[src/rtl/bsg_vanilla_int_wb_arbiter.sv]
`default_nettype none
// ============================================================================
// bsg_vanilla_int_wb_arbiter: integer regfile write-port arbiter (WB/remote/div)
// Revision: 1.0
// ============================================================================
module bsg_vanilla_int_wb_arbiter #(
  parameter int data_width_p     = 32,
  parameter int reg_addr_width_p = 5,
  parameter int max_wait_p       = 8
) (
  input  logic                        clk_i,
  input  logic                        reset_i,

  input  logic                        wb_v_i,
  input  logic [reg_addr_width_p-1:0] wb_rd_i,
  input  logic [data_width_p-1:0]     wb_data_i,
  output logic                        wb_yumi_o,

  input  logic                        rl_v_i,
  input  logic [reg_addr_width_p-1:0] rl_rd_i,
  input  logic [data_width_p-1:0]     rl_data_i,
  output logic                        rl_yumi_o,

  input  logic                        div_v_i,
  input  logic [reg_addr_width_p-1:0] div_rd_i,
  input  logic [data_width_p-1:0]     div_data_i,
  output logic                        div_yumi_o,

  output logic                        rf_w_v_o,
  output logic [reg_addr_width_p-1:0] rf_w_addr_o,
  output logic [data_width_p-1:0]     rf_w_data_o,

  output logic                        sb_clr_v_o,
  output logic [reg_addr_width_p-1:0] sb_clr_id_o
);

  localparam int cnt_width_lp = $clog2(max_wait_p + 1);
  localparam logic [cnt_width_lp-1:0] max_cnt_lp = cnt_width_lp'(max_wait_p);
  localparam logic [cnt_width_lp-1:0] one_cnt_lp = cnt_width_lp'(1);

  logic [cnt_width_lp-1:0] rl_cnt_r,  rl_cnt_n;
  logic [cnt_width_lp-1:0] div_cnt_r, div_cnt_n;
  logic                    rl_starve_r,  rl_starve_n;
  logic                    div_starve_r, div_starve_n;

  logic                        grant_wb, grant_rl, grant_div;
  logic                        grant_any, grant_long;
  logic [reg_addr_width_p-1:0] sel_rd;
  logic [data_width_p-1:0]     sel_data;

  logic                        rf_w_v_r;
  logic [reg_addr_width_p-1:0] rf_w_addr_r;
  logic [data_width_p-1:0]     rf_w_data_r;
  logic                        sb_clr_v_r;
  logic [reg_addr_width_p-1:0] sb_clr_id_r;

  // Starving requesters jump ahead of WB; otherwise WB has the port first.
  // Nothing is granted while reset is held so no request is silently lost.
  always_comb begin
    grant_wb  = 1'b0;
    grant_rl  = 1'b0;
    grant_div = 1'b0;
    if (!reset_i) begin
      if (rl_starve_r && rl_v_i)        grant_rl  = 1'b1;
      else if (div_starve_r && div_v_i) grant_div = 1'b1;
      else if (wb_v_i)                  grant_wb  = 1'b1;
      else if (rl_v_i)                  grant_rl  = 1'b1;
      else if (div_v_i)                 grant_div = 1'b1;
    end
  end

  assign grant_long = grant_rl | grant_div;
  assign grant_any  = grant_wb | grant_long;

  always_comb begin
    sel_rd   = wb_rd_i;
    sel_data = wb_data_i;
    if (grant_rl) begin
      sel_rd   = rl_rd_i;
      sel_data = rl_data_i;
    end else if (grant_div) begin
      sel_rd   = div_rd_i;
      sel_data = div_data_i;
    end
  end

  always_comb begin
    rl_cnt_n    = rl_cnt_r;
    rl_starve_n = rl_starve_r;
    if (grant_rl || !rl_v_i) begin
      rl_cnt_n = '0;
    end else if (rl_cnt_r != max_cnt_lp) begin
      rl_cnt_n = rl_cnt_r + one_cnt_lp;
    end
    if (grant_rl) begin
      rl_starve_n = 1'b0;
    end else if (rl_cnt_n == max_cnt_lp) begin
      rl_starve_n = 1'b1;
    end
  end

  // A starving div that loses to a starving remote keeps its flag and
  // saturated count, so it wins the following cycle.
  always_comb begin
    div_cnt_n    = div_cnt_r;
    div_starve_n = div_starve_r;
    if (grant_div || !div_v_i) begin
      div_cnt_n = '0;
    end else if (div_cnt_r != max_cnt_lp) begin
      div_cnt_n = div_cnt_r + one_cnt_lp;
    end
    if (grant_div) begin
      div_starve_n = 1'b0;
    end else if (div_cnt_n == max_cnt_lp) begin
      div_starve_n = 1'b1;
    end
  end

  always_ff @(posedge clk_i or posedge reset_i) begin
    if (reset_i) begin
      rl_cnt_r     <= '0;
      div_cnt_r    <= '0;
      rl_starve_r  <= 1'b0;
      div_starve_r <= 1'b0;
    end else begin
      rl_cnt_r     <= rl_cnt_n;
      div_cnt_r    <= div_cnt_n;
      rl_starve_r  <= rl_starve_n;
      div_starve_r <= div_starve_n;
    end
  end

  // x0 writes are consumed but never reach the regfile; scoreboard clears
  // still fire for them since the long-latency op was tracked by rd.
  always_ff @(posedge clk_i or posedge reset_i) begin
    if (reset_i) begin
      rf_w_v_r    <= 1'b0;
      rf_w_addr_r <= '0;
      rf_w_data_r <= '0;
      sb_clr_v_r  <= 1'b0;
      sb_clr_id_r <= '0;
    end else begin
      rf_w_v_r   <= grant_any && (sel_rd != '0);
      sb_clr_v_r <= grant_long;
      if (grant_any) begin
        rf_w_addr_r <= sel_rd;
        rf_w_data_r <= sel_data;
      end
      if (grant_long) begin
        sb_clr_id_r <= sel_rd;
      end
    end
  end

  assign wb_yumi_o   = grant_wb;
  assign rl_yumi_o   = grant_rl;
  assign div_yumi_o  = grant_div;
  assign rf_w_v_o    = rf_w_v_r;
  assign rf_w_addr_o = rf_w_addr_r;
  assign rf_w_data_o = rf_w_data_r;
  assign sb_clr_v_o  = sb_clr_v_r;
  assign sb_clr_id_o = sb_clr_id_r;

`ifndef SYNTHESIS
  a_one_yumi: assert property (@(posedge clk_i) disable iff (reset_i)
    $onehot0({wb_yumi_o, rl_yumi_o, div_yumi_o}));
  a_wb_yumi_v: assert property (@(posedge clk_i) disable iff (reset_i)
    wb_yumi_o |-> wb_v_i);
  a_rl_yumi_v: assert property (@(posedge clk_i) disable iff (reset_i)
    rl_yumi_o |-> rl_v_i);
  a_div_yumi_v: assert property (@(posedge clk_i) disable iff (reset_i)
    div_yumi_o |-> div_v_i);
`endif

endmodule
`default_nettype wire

[config.mk]
export PLATFORM = sky130hd
export DESIGN_NAME = bsg_vanilla_int_wb_arbiter
export DESIGN_NICKNAME = d
export VERILOG_FILES = /design/src/rtl/bsg_vanilla_int_wb_arbiter.sv
export SDC_FILE = /design/constraint.sdc
export NUM_CORES = 1
export LEC_CHECK = 0
export BUFFER_PORTS_ARGS = -buffer_cell sky130_fd_sc_hd__buf_2
export CAP_MARGIN = 20
export CORE_ASPECT_RATIO = 1.75
export CORE_MARGIN = 5
export CORE_UTILIZATION = 44
export DETAILED_ROUTE_END_ITERATION = 10
export GPL_TIMING_DRIVEN = 1
export PLACE_DENSITY = 0.77
export SLEW_MARGIN = 10
export SYNTH_ARGS = -nofsm -noshare
export SYNTH_HDL_FRONTEND = slang
export SYNTH_SLANG_ARGS = --single-unit
export TNS_END_PERCENT = 5
[constraint.sdc]
create_clock -name clk_i -period 2.1 [get_ports clk_i]
set_input_delay 0.21 -clock clk_i [delete_from_list [all_inputs] [get_ports clk_i]]
set_output_delay 0.21 -clock clk_i [all_outputs]
set_load 0.01 [all_outputs]
# After elaboration in Yosys (flattened, before gate mapping)

Index checks and enable logic that the tools add are counted.

Reductions and logical operators: 10
Muxes and demuxes: 27
Add/subtract/negate cells: 2
Eq/ne operators: 4
Bitwise gates (word level): 2

Operator list:

| cell                | count |
|---|---|
| $mux 32             | 2 |
| $mux 1              | 19 |
| $mux 4              | 4 |
| $mux 5              | 2 |
| $add 4x1->4 const B | 2 |
| $eq 4x4->1 const B  | 2 |
| $ne 4x4->1 const B  | 2 |
| $reduce_bool 5->1   | 1 |
| $reduce_bool 2->1   | 2 |
| $logic_and 1x1->1   | 3 |
| $logic_not 1->1     | 2 |
| $logic_or 1x1->1    | 2 |
| $or 1x1->1          | 2 |

Register bits: 54
Word-level logic and storage cells: 54
Output and inout bits: 47
Input bits: 116

# Logic depth before layout (Yosys ltp)

Gate-level depths: netlist of the first run.

Word-level depth: 11
Depth in mapped cells: 10
Mapped depth without buffers: 7

# Worst setup path before layout of the first run

Ideal clock, no wire load.

Kind: reg-to-reg
Start point: register div_starve_r
End point: register rf_w_addr_r[0] (netlist: rf_w_addr_o[0])
Data required time: 1.975 ns
Data arrival time: 1.607 ns
Library setup time: 0.125 ns
Cell stages (with the launch flop): 8
Buffers on the path: 2
Path slack: 0.368 ns
Period minus slack after synthesis: 1.732 ns
Cell sequence: dfrtp_1 a21o_2 a21o_1 buf_6 and2_4 nand2_8 buf_12 mux2_4

Cells in the longest elaborated chain, start to end: 6
Elaborated cells between the ends (all ways): 14
Classes of those cells: mux (11); bitwise (2); reduce/logical (1)

Ends and longest elaborated chain:

| item                                 | line   | text |
|---|---|---|
| start: declaration                   | 44     | `logic div_starve_r, div_starve_n;` |
| start signal: assignment             | 129    | `div_starve_r <= div_starve_n;` |
| $logic_and 1x1->1 *                  | 65     | `else if (div_starve_r && div_v_i) grant_div = 1'b1;` |
| $mux 1                               | 65     |  |
| $mux 1                               | 64     | `if (rl_starve_r && rl_v_i) grant_rl = 1'b1;` |
| $mux 1                               | 63     | `if (!reset_i) begin` |
| $mux 5 or $or 1x1->1 (tied branches) | 81, 72 |  |
| $mux 5 or $or 1x1->1 (tied branches) | 78, 73 |  |
| end signal: assignment               | 146    | `rf_w_addr_r <= sel_rd;` |
| end: declaration                     | 52     | `logic [reg_addr_width_p-1:0] rf_w_addr_r;` |

Mark *: on every way between the ends. The rest lies on a longest branch, timed or not.
A chain may end at the register's enable or synchronous reset.

# Worst setup path in the final report of the first run

Start point: register div_starve_r
End point: output port div_yumi_o

Cells in the longest elaborated chain, start to end: 4

Ends and longest elaborated chain:

| item              | line | text |
|---|---|---|
| $logic_and 1x1->1 | 65   |  |
| $mux 1            | 65   |  |
| $mux 1            | 64   |  |
| $mux 1            | 63   |  |
| end: declaration  | 27   | `output logic div_yumi_o,` |

Every way passes these cells.

==> results of run 1 <==
==> cell usage after synthesis (2+ instances only) <==
cell	number	area share
clkbuf_1	2	0.0023
clkbuf_2	2	0.0030
mux2_4	30	0.14
and3_1	5	0.0095
mux2i_1	35	0.11
nor2_1	9	0.010
buf_2	2	0.0030
o22ai_1	2	0.0038
nor4b_1	2	0.0053
ha_1	4	0.015
nand2_1	50	0.057
inv_1	9	0.010
buf_6	7	0.024
a211oi_1	2	0.0046
o21ai_0	39	0.059
a21oi_1	3	0.0046
a21bo_2	2	0.0061
buf_12	3	0.018
xnor2_1	3	0.0080
nand3_1	10	0.015
a22oi_1	2	0.0046
a21o_1	4	0.0091
a41oi_1	3	0.0080
dfrtp_1	54	0.41
mux2_2	5	0.017
==> kinds of logic after synthesis <==
family | Yosys count | share of synthesized area
XOR/XNOR | 4 | 0.0107
flip-flops | 54 | 0.412
adder cells (fa/ha/maj) | 4 | 0.0152
buffers and inverters | 27 | 0.0644
AO/OA/AOI/OAI | 64 | 0.118
multiplexers | 70 | 0.261
AND/OR/NAND/NOR | 84 | 0.119
==> state kept, by name (all words and copies together), names as in the netlist <==
name,count
rl_cnt_r,4
rf_w_addr_o,5
sb_clr_id_o,5
div_cnt_r,4
rf_w_v_o,1
sb_clr_v_o,1
rl_starve_r,1
div_starve_r,1
rf_w_data_o,32
==> through the flow <==
| stage | utilization | hold WS [ns] | cell area [um^2] | setup WS (ns) |
|---|---|---|---|---|
| global route | 0.589 | 0.0432 | 4260 | 0.146 |
| finish | 0.589 | 0.00397 | 4260 | 0.233 |
| global placement | 0.570 | 0.328 | 4130 | 0.280 |
| detailed placement | 0.570 | 0.337 | 4130 | 0.236 |
| CTS | 0.589 | 0.0229 | 4260 | 0.215 |
| floorplan | - | 0.363 | 3280 | 0.368 |
==> layer usage <==
| layer | vias to the layer above | GRT usage | part of all wire |
|---|---|---|---|
| li1 | 1391 | - | - |
| met1 | 1407 | 0.212 | 0.37 |
| met2 | 89 | 0.331 | 0.56 |
| met3 | 14 | 0.0323 | 0.056 |
| met4 | 0 | 0.0649 | 0.019 |
| met5 | - | 0 | 0 |
==> cell usage in the layout, fill, tap and decap left out, types with 3 or more instances in the layout <==
master,n
a21oi_1,3
inv_1,8
nand2_1,50
ha_1,4
mux2i_1,35
nand3_1,10
a41oi_1,3
buf_2,162
mux2_2,5
buf_4,4
and3_1,5
mux2_4,30
o21ai_0,39
dfrtp_1,54
clkbuf_16,5
buf_12,3
a21o_1,4
xnor2_1,3
nor2_1,9
==> area by class of cell <==
type / count / share of cell area
clock buffers: 6 / 0.0302
clock inverters: 1 / 0.00176
inverters: 10 / 0.00881
multi-input cells: 226 / 0.405
flip-flops and latches: 54 / 0.317
well taps: 86 / 0.0252
repair buffers: 169 / 0.211
==> worst max-delay path by stage <==
| stage | from | end | slack, ns | cells after the start |
|---|---|---|---|---|
| final | div_starve_r | div_yumi_o | 0.23 | 5 |
| after global routing | div_starve_r | rf_w_addr_o[3] | 0.15 | 7 |
| after CTS | div_starve_r | div_yumi_o | 0.22 | 5 |
| after detailed placement | div_starve_r | rf_w_data_o[14] | 0.24 | 5 |
| after global placement | div_v_i | rf_w_data_o[15] | 0.28 | 6 |
| after floorplan | div_starve_r | rf_w_addr_o[0] | 0.37 | 7 |
==> worst max-delay path, stage by stage, from the launching register on <==
cell	delay [ns]
dfrtp_1	0.42
a21boi_2	0.21
o21ai_4	0.23
buf_12	0.26
inv_1	0.09
buf_2	0.15
==> power by group through the flow <==
stage               Combinational (uW)  Sequential, uW  Clock (uW)
CTS                                913            1320         816
global route                       973            1340         857
finish                             897            1310         790
floorplan                          465            1400           0
global placement                   885            1330           0
detailed placement                 914            1330           0
==> impl_metrics.py, run 1 <==
metrics = {
    "logic_synthesis": {
        "ys_seq_elements": 54,
        "synth-edff-count": 0,
        "yosys_warnings": 0,
        "mappedNetlistArea_um2": 3280,
        "synth_cell_type_count": 43,
        "synthCells": 307,
        "syn-num-nets": 427,
        "async_flop_share": 1.00,
        "ys_seq_area_frac": 0.412,
        "synth_ff_type": "dfrtp_1",
        "syn_area_per_cell_um2": 10.7,
    },
    "critical_path": {
        "start_kind": "flip-flop",
        "ff2ff_path_depth": 5,
        "path_class": "flip-flop to output pin",
        "reg2reg_from": "div_starve_r",
        "critPathArrivalTime_ns": 1.66,
        "rr_endpoint": "rf_w_data_o[16]",
        "cp-end-kind": "output pin",
        "reg2reg_slack_ns": 0.24,
        "critPathMaxFanout": 31,
        "required_ns": 1.89,
    },
    "power_and_ir_drop": {
        "pwr-share-seq": 0.438,
        "pwr-share-comb": 0.299,
        "power_density_nw_per_um2": 704,
        "p_int_uw": 2130,
        "switchingPower_uw": 873,
        "clkPwrFrac": 0.263,
        "leakagePower_uw": 0.00237,
        "p_sw_frac": 0.291,
        "ir_drop_uv": 367,
        "p_total_uw": 3000,
    },
    "drt": {
        "ant_nets": 0,
        "drt-vias-per-instance": 5.26,
        "drt-initial-drc-count": 131,
        "dr.pass1.iters": 4,
        "route.detailed.drc": 0,
        "routedWlPerCell_um": 15.7,
        "drt_wl_total_mm": 8.68,
        "vias": 2901,
    },
    "sta": {
        "clock_skew_ns": 0.00368,
        "relSlewSlack": 0.721,
        "finalSetupViolations": 0,
        "rsz0062_at_grt": "false",
        "fmax_ghz": 0.536,
        "finalSetupTns_ns": 0,
        "worst_pin_slew_ns": 0.412,
        "hold_violations": 0,
        "finalCritPeriodShare": 0.889,
        "period_needed_ns": 1.87,
        "final_max_slew_viol_count": 0,
    },
    "placed_design": {
        "port_buffers": 162,
        "dp.final_hpwl_mm": 6.81,
        "gp_congestion": 0.856,
        "dp.cells": 545,
    },
    "grt": {
        "grtUsageTotal": 0.185,
        "gr-total-overflow": 0,
        "grt_max_degree": 55,
        "grt_pass1_vias": 2996,
        "grt_pass1_wl_mm": 13.6,
        "antenna_found_initial": 0,
    },
    "clock_network": {
        "clkSinkCount": 54,
        "post_cts_buffers": 0,
        "clk_pin_slew_ns": 0.07,
        "clk_latency_ns": 0.29,
        "numCtsBuffers": 5,
        "cts_hold_buf": 0,
        "htree_levels": 2,
        "tritoncts": "yes",
        "clockBufferDepth": 2,
        "cts_root_buf": "clkbuf_16",
        "postCtsResizedCells": 0,
    },
    "job": {
        "max-cap-violations": 0,
    },
    "die": {
        "die-area_um2": 9360,
        "die_x_um": 75.3,
        "core_um2": 7230,
        "fp-row-count": 41,
        "io_pins": 163,
        "start_util": 0.454,
        "die_h_um": 124,
    },
    "min_path": {
        "hp-class": "input port to asynchronous set/reset pin",
    },
    "finish": {
        "regArea_um2": 1350,
        "antenna_cells": 0,
        "multiInputGateArea_um2": 1730,
        "nets": 586,
        "area_growth_syn_to_layout_pct": 29.8,
        "layout-drive-gt1-share": 0.472,
        "fin_cells": 552,
        "fillers": 633,
    },
    "status": {
        "status": "finished clean",
    },
}
No activity file was read; power rests on OpenSTA's default activity.
==> inputs of run 2 (changes only) <==
--- a/config.mk
+++ b/config.mk
@@ -5,11 +5,12 @@
 export SDC_FILE = /design/constraint.sdc
 export NUM_CORES = 1
 export LEC_CHECK = 0
+export ABC_AREA = 1
 export BUFFER_PORTS_ARGS = -buffer_cell sky130_fd_sc_hd__buf_2
 export CAP_MARGIN = 20
 export CORE_ASPECT_RATIO = 1.75
 export CORE_MARGIN = 5
-export CORE_UTILIZATION = 44
+export CORE_UTILIZATION = 41
 export DETAILED_ROUTE_END_ITERATION = 10
 export GPL_TIMING_DRIVEN = 1
 export PLACE_DENSITY = 0.77
==> constraint.sdc (replaced) <==
create_clock -name clk_i -period 1.7 [get_ports clk_i]
set_input_delay 0.17 -clock clk_i [delete_from_list [all_inputs] [get_ports clk_i]]
set_output_delay 0.17 -clock clk_i [all_outputs]
set_load 0.01 [all_outputs]
==> run 2 against run 1 <==
  * Final cell count rose by 13%
  * Critical path depth rose by 1
  * Sequential power rose by 41%
  * Setup slack got worse by 0.14 ns
  * Global-route usage rose by 1.7 points
  * Critical path type unchanged
  * Largest cell class unchanged
==> impl_metrics.py, run 2 <==
metrics = {
    "logic_synthesis": {
        "ys_seq_elements": 54,
        "synth-edff-count": 0,
        "yosys.area.top_type": "dfrtp_1",
        "async_flop_share": 1.00,
        "synth_fa_ha_area_frac": 0.0162,
        "synth_xor_xnor_area_share": 0.0170,
        "synth.most_common_cell": "nand2_1",
        "synthCells": 378,
        "synth-compound-area-share": 0.152,
        "yosys_warnings": 0,
        "synthSimpleGateAreaFrac": 0.306,
        "yosysTopAreaCellShare": 0.437,
        "synth.area.top_cells": "dfrtp_1 (44%), nand2_1 (19%), o211ai_2 (12%)",
        "syn_area_per_cell_um2": 8.18,
        "ys_seq_area_frac": 0.437,
        "synth_top_family_by_area": "simple AND/OR/NAND/NOR gates",
        "synth_ff_type": "dfrtp_1",
        "syn-num-nets": 498,
        "mappedNetlistArea_um2": 3090,
        "synth_cell_type_count": 22,
        "synth_commonest_cells": "nand2_1 (155), dfrtp_1 (54), nand3_1 (48), o211ai_2 (30), o21ai_0 (17)",
        "synth_mux_area_frac": 0,
    },
    "sta": {
        "clock_skew_ns": 0.00564,
        "final_max_slew_viol_count": 0,
        "hold_violations": 0,
        "finalCritPeriodShare": 0.945,
        "finalSetupViolations": 0,
        "worst_pin_slew_ns": 0.355,
        "fmax_ghz": 0.623,
        "relSlewSlack": 0.763,
        "holdWs_ns": 0.0466,
        "period_needed_ns": 1.61,
        "final.setup.worst_slack_ns": 0.0936,
    },
    "finish": {
        "nets": 657,
        "antenna_cells": 0,
        "multiInputGateArea_um2": 1550,
        "fillers": 712,
        "regArea_um2": 1350,
        "mostFrequentLayoutCells": "buf_2 (162), nand2_1 (149), dfrtp_1 (54)",
        "layout-drive-gt1-share": 0.428,
        "area_growth_syn_to_layout_pct": 36.8,
        "largest_reg_flops": 32,
        "final_common_cell": "buf_2",
    },
    "power_and_ir_drop": {
        "leakagePower_uw": 0.00241,
        "ir_drop_uv": 684,
        "power_density_nw_per_um2": 1080,
    },
    "critical_path": {
        "start_kind": "flip-flop",
        "path_cells": "nand2_1 -> nand2_2 -> inv_4 -> nand2_8 -> inv_8 -> buf_2",
        "cp-end-kind": "output pin",
        "cpPeakStageDelay_ns": 0.38,
        "path_class": "flip-flop to output pin",
        "crit_slowest_cell": "dfrtp_1",
        "required_ns": 1.53,
        "critPathArrivalTime_ns": 1.44,
        "critPathMaxFanout": 34,
    },
    "grt": {
        "grtUsageTotal": 0.203,
        "grt_pass1_wl_mm": 15.1,
        "grt_pass1_vias": 3282,
        "gr-total-overflow": 0,
        "antenna_found_initial": 0,
        "grt_max_degree": 39,
    },
    "die": {
        "io_pins": 163,
        "fp-row-count": 42,
        "die_h_um": 125,
        "die_x_um": 75.6,
        "start_util": 0.414,
        "die-area_um2": 9440,
        "core_um2": 7460,
    },
    "drt": {
        "routedWlPerCell_um": 15.1,
        "drt_wl_total_mm": 9.41,
        "drt-initial-drc-count": 124,
        "ant_nets": 0,
        "route.detailed.drc": 0,
        "dr.pass1.iters": 4,
        "vias": 3184,
        "drt-vias-per-instance": 5.09,
    },
    "clock_network": {
        "clkSinkCount": 54,
        "cts_root_buf": "clkbuf_16",
        "htree_levels": 2,
        "tritoncts": "yes",
        "clockBufferDepth": 2,
        "clk_pin_slew_ns": 0.07,
        "numCtsBuffers": 5,
        "clk_latency_ns": 0.29,
    },
    "job": {
        "max-cap-violations": 0,
    },
    "status": {
        "status": "finished clean",
    },
    "placed_design": {
        "dp.final_hpwl_mm": 7.30,
        "post-place-ws_ns": 0.142,
        "port_buffers": 162,
        "gp_congestion": 0.896,
    },
    "min_path": {
        "hp-class": "input port to asynchronous set/reset pin",
    },
}
[run 2: cell types whose count changed after synthesis, moves of 6 or more]
cell | previous run | this run
o21ai_0 | 39 | 17
nand2_1 | 50 | 155
nand3_1 | 10 | 48
mux2_4 | 30 | 0
buf_2 | 2 | 13
mux2i_1 | 35 | 0
inv_1 | 9 | 15
o211ai_2 | 0 | 30
[run 2: critical path, delay by kind of cell, from the launching register on]
kind          cells  cell delay (ns)
buf+inv           3             0.46
simple gates      3             0.30
flops             1             0.38
[run 2: cell families after synthesis]
logic type,Yosys count
AO/OA/AOI/OAI,49
adder cells (fa/ha/maj),4
XOR/XNOR,6
AND/OR/NAND/NOR,224
flip-flops,54
buffers and inverters,41
[run 2: layout make-up]
cell class | instances | share of cell area
Clock inverter | 1 | 0.00710
Multi-Input combinational cell | 283 | 0.366
Sequential cell | 54 | 0.320
Tap cell | 88 | 0.0260
Timing Repair Buffer | 174 | 0.228
Inverter | 19 | 0.0201
Clock buffer | 6 | 0.0328
[run 2: metal layers]
layer / share of wire / GRT usage / vias up / wire length [um]
met5: 0 / 0 / - / 0
met1: 0.38 / 0.247 / 1473 / 3540
met3: 0.064 / 0.0267 / 30 / 599
met4: 0.035 / 0.0886 / 0 / 325
met2: 0.53 / 0.343 / 132 / 4940
li1: - / - / 1549 / -
[run 2: worst paths after layout]
check / startpoint / to / slack, ns / cells after the start
worst max-delay path: rl_starve_r / div_yumi_o / 0.09 / 6
worst min-delay path: reset_i / div_starve_r / 0.05 / 3
worst max register to register: div_starve_r / rf_w_v_o / 0.12 / 10
worst min register to register: rf_w_data_o[1] / rf_w_data_o[1] / 0.48 / 2
max in group asynchronous: reset_i / rf_w_data_o[13] / 1.38 / 3
min in group clk_i: rl_data_i[0] / rf_w_data_o[0] / 0.12 / 3
[run 2: where the power goes]
| group | leakage (uW) | switching, uW | internal, uW |
|---|---|---|---|
| clock network | 0.0000829 | 442 | 727 |
| registers | 0.000675 | 206 | 1640 |
| logic | 0.00165 | 880 | 654 |
| total | 0.00241 | 1530 | 3030 |
[run 2: timing repair]
| action | CTS | global route |
|---|---|---|
| gates resized for setup | 3 | 7 |
| pin swaps | 1 | 0 |
| setup endpoints to repair | 2 | 10 |
| hold buffers | 0 | 0 |
| buffers inserted | 3 | 0 |
[run 2: per-stage QoR]
stage | cells | utilization | total power (uW) | TNS (ns) | cell area, um^2
5_1_grt | 625 | 0.567 | 4830 | -0.00627 | 4230
2_1_floorplan | 378 | - | 2690 | -14.43 | 3100
6_report | 625 | 0.567 | 4550 | 0 | 4230
4_1_cts | 626 | 0.566 | 4600 | 0 | 4220
3_5_place_dp | 616 | 0.538 | 3410 | 0 | 4010
3_3_place_gp | 616 | 0.538 | 3360 | 0 | 4010
==> inputs of run 3 (changes only) <==
--- a/config.mk
+++ b/config.mk
@@ -13,7 +13,7 @@
 export CORE_UTILIZATION = 41
 export DETAILED_ROUTE_END_ITERATION = 10
 export GPL_TIMING_DRIVEN = 1
-export PLACE_DENSITY = 0.77
+export PLACE_DENSITY = 0.79
 export SLEW_MARGIN = 10
 export SYNTH_ARGS = -nofsm -noshare
 export SYNTH_HDL_FRONTEND = slang
==> run 3 against run 2 <==
  * Worst hold slack worse by 0.0094 ns
  * Die area unchanged
  * Power down 3.1%
  * Critical endpoint is now sb_clr_id_o[0]
  * Largest cell class unchanged
==> impl_metrics.py, run 3 (synthesis results as in run 2) <==
metrics = {
    "critical_path": {
        "rr_endpoint": "sb_clr_id_o[0]",
        "worst-path-buf-inv": 2,
        "cpPeakStageDelay_ns": 0.39,
        "reg2reg_from": "div_starve_r",
        "critPathArrivalTime_ns": 1.83,
        "start_kind": "flip-flop",
        "cp-end-kind": "flip-flop",
        "cp-endpoint": "sb_clr_id_o[0]",
        "crit_slowest_cell": "dfrtp_1",
        "path_class": "flip-flop to flip-flop",
        "critPathMaxFanout": 6,
        "path_cells": "nand2_2 -> nand3_2 -> nand2_2 -> nand2_4 -> buf_4 -> o21ai_0 -> buf_4 -> o21ai_0",
        "cpLargestDelayFamily": "compound AO/OA/AOI/OAI gates",
        "cp.depth": 8,
        "required_ns": 1.86,
        "crit_start": "div_starve_r",
        "reg2reg_slack_ns": 0.03,
        "ff2ff_path_depth": 8,
    },
    "power_and_ir_drop": {
        "p_total_uw": 4410,
        "power_density_nw_per_um2": 1010,
        "leakagePower_uw": 0.00247,
        "ir_drop_uv": 589,
    },
    "sta": {
        "hold_violations": 0,
        "holdWs_ns": 0.0372,
        "period_needed_ns": 1.67,
        "clock_skew_ns": 0.00315,
        "relSlewSlack": 0.687,
        "final_max_slew_viol_count": 0,
        "finalCritPeriodShare": 0.983,
        "finalSetupViolations": 0,
        "worst_pin_slew_ns": 0.469,
        "fmax_ghz": 0.598,
    },
    "finish": {
        "area_growth_syn_to_layout_pct": 40.7,
        "layout-drive-gt1-share": 0.436,
        "antenna_cells": 0,
        "nets": 668,
        "final_cell_area_um2": 4350,
        "largest_reg_flops": 32,
        "final_common_cell": "buf_2",
        "fin_util": 0.583,
        "mostFrequentLayoutCells": "buf_2 (162), nand2_1 (151), dfrtp_1 (54)",
    },
    "drt": {
        "route.detailed.drc": 0,
        "vias": 3219,
        "drt-vias-per-instance": 5.06,
        "maxUsedRoutingLayer": "met4",
        "wl_met1_mm": 3.68,
        "dr.pass1.iters": 6,
        "wl_met2_mm": 5.19,
        "dr_wl_met3_um": 549,
        "ant_nets": 0,
        "drt_wl_total_mm": 9.71,
        "drt-initial-drc-count": 124,
        "routedWlPerCell_um": 15.3,
    },
    "grt": {
        "grt_pass1_wl_mm": 15.4,
        "grt_pass1_vias": 3246,
        "antenna_found_initial": 0,
        "grtUsageTotal": 0.208,
        "gr-total-overflow": 0,
        "grt_max_degree": 37,
    },
    "clock_network": {
        "clk_latency_ns": 0.28,
        "clockBufferDepth": 2,
        "cts_hold_buf": 0,
        "tritoncts": "yes",
        "clkSinkCount": 54,
        "htree_levels": 2,
        "numCtsBuffers": 5,
        "clk_pin_slew_ns": 0.06,
        "cts_root_buf": "clkbuf_16",
    },
    "die": {
        "core_um2": 7460,
        "fp-row-count": 42,
        "start_util": 0.414,
        "die_h_um": 125,
        "io_pins": 163,
        "die-area_um2": 9440,
        "die_x_um": 75.6,
    },
    "placed_design": {
        "gp_congestion": 0.809,
        "port_buffers": 162,
        "post_dp_cell_area_um2": 4040,
        "dp.final_hpwl_mm": 7.15,
    },
    "job": {
        "max-cap-violations": 0,
    },
    "status": {
        "status": "finished clean",
    },
    "min_path": {
        "hp-class": "input port to asynchronous set/reset pin",
    },
}
==> run 3: cell types whose count changed in the layout (fill, tap and decap cells not counted), moves of 2 or more <==
cell       before  now
buf_4           7   12
buf_6           0    2
bufbuf_16       0    2
clkbuf_1        0    2
inv_4           1    3
nand2_1       149  151
==> run 3: metal layers <==
layer,vias to the layer above,track usage
li1,1582,-
met1,1489,0.250
met2,123,0.355
met3,25,0.0331
met4,0,0.0824
met5,-,0
==> run 3: worst min-delay path: stages <==
cell and delay [ns]:
buf_2 0.11, clkinvlp_4 0.13, buf_4 0.28
==> run 3: repair_timing <==
action | in CTS | in global routing
gates cloned | 2 | 2
buffers inserted | 3 | 2
endpoints found under the setup margin | 2 | 44
gates resized for setup | 1 | 10
pin swaps | 1 | 2
==> run 3: final cells by class <==
type / instances / area (um^2)
fillers: 679 / 3110
multi-input cells: 284 / 1560
repair buffers: 184 / 1110
well taps: 88 / 110
clock buffers: 7 / 133
flip-flops and latches: 54 / 1350
inverters: 19 / 86.3
==> run 3: stage by stage <==
| stage | cells | setup slack (ns) | TNS, ns |
|---|---|---|---|
| floorplan | 378 | -0.340 | -14.43 |
| global placement | 620 | 0.177 | 0 |
| detailed placement | 620 | 0.118 | 0 |
| CTS | 632 | 0.0208 | 0 |
| global route | 636 | -0.0333 | -0.113 |
| finish | 636 | 0.0282 | 0 |
==> run 3: worst min-delay path by stage <==
stage                       start              end  slack (ns)  depth (start not counted)
after CTS                 reset_i  rf_w_data_o[13]        0.02                          3
after floorplan           reset_i     div_cnt_r[0]        0.25                          1
after global routing      reset_i  rf_w_data_o[10]        0.06                          3
final                     reset_i       sb_clr_v_o        0.04                          3
after global placement    reset_i       sb_clr_v_o        0.32                          3
after detailed placement  reset_i       sb_clr_v_o        0.33                          3
==> run 3: where the power goes <==
| group | switching (uW) | internal (uW) |
|---|---|---|
| clock | 424 | 540 |
| combinational | 896 | 712 |
| sequential | 194 | 1640 |
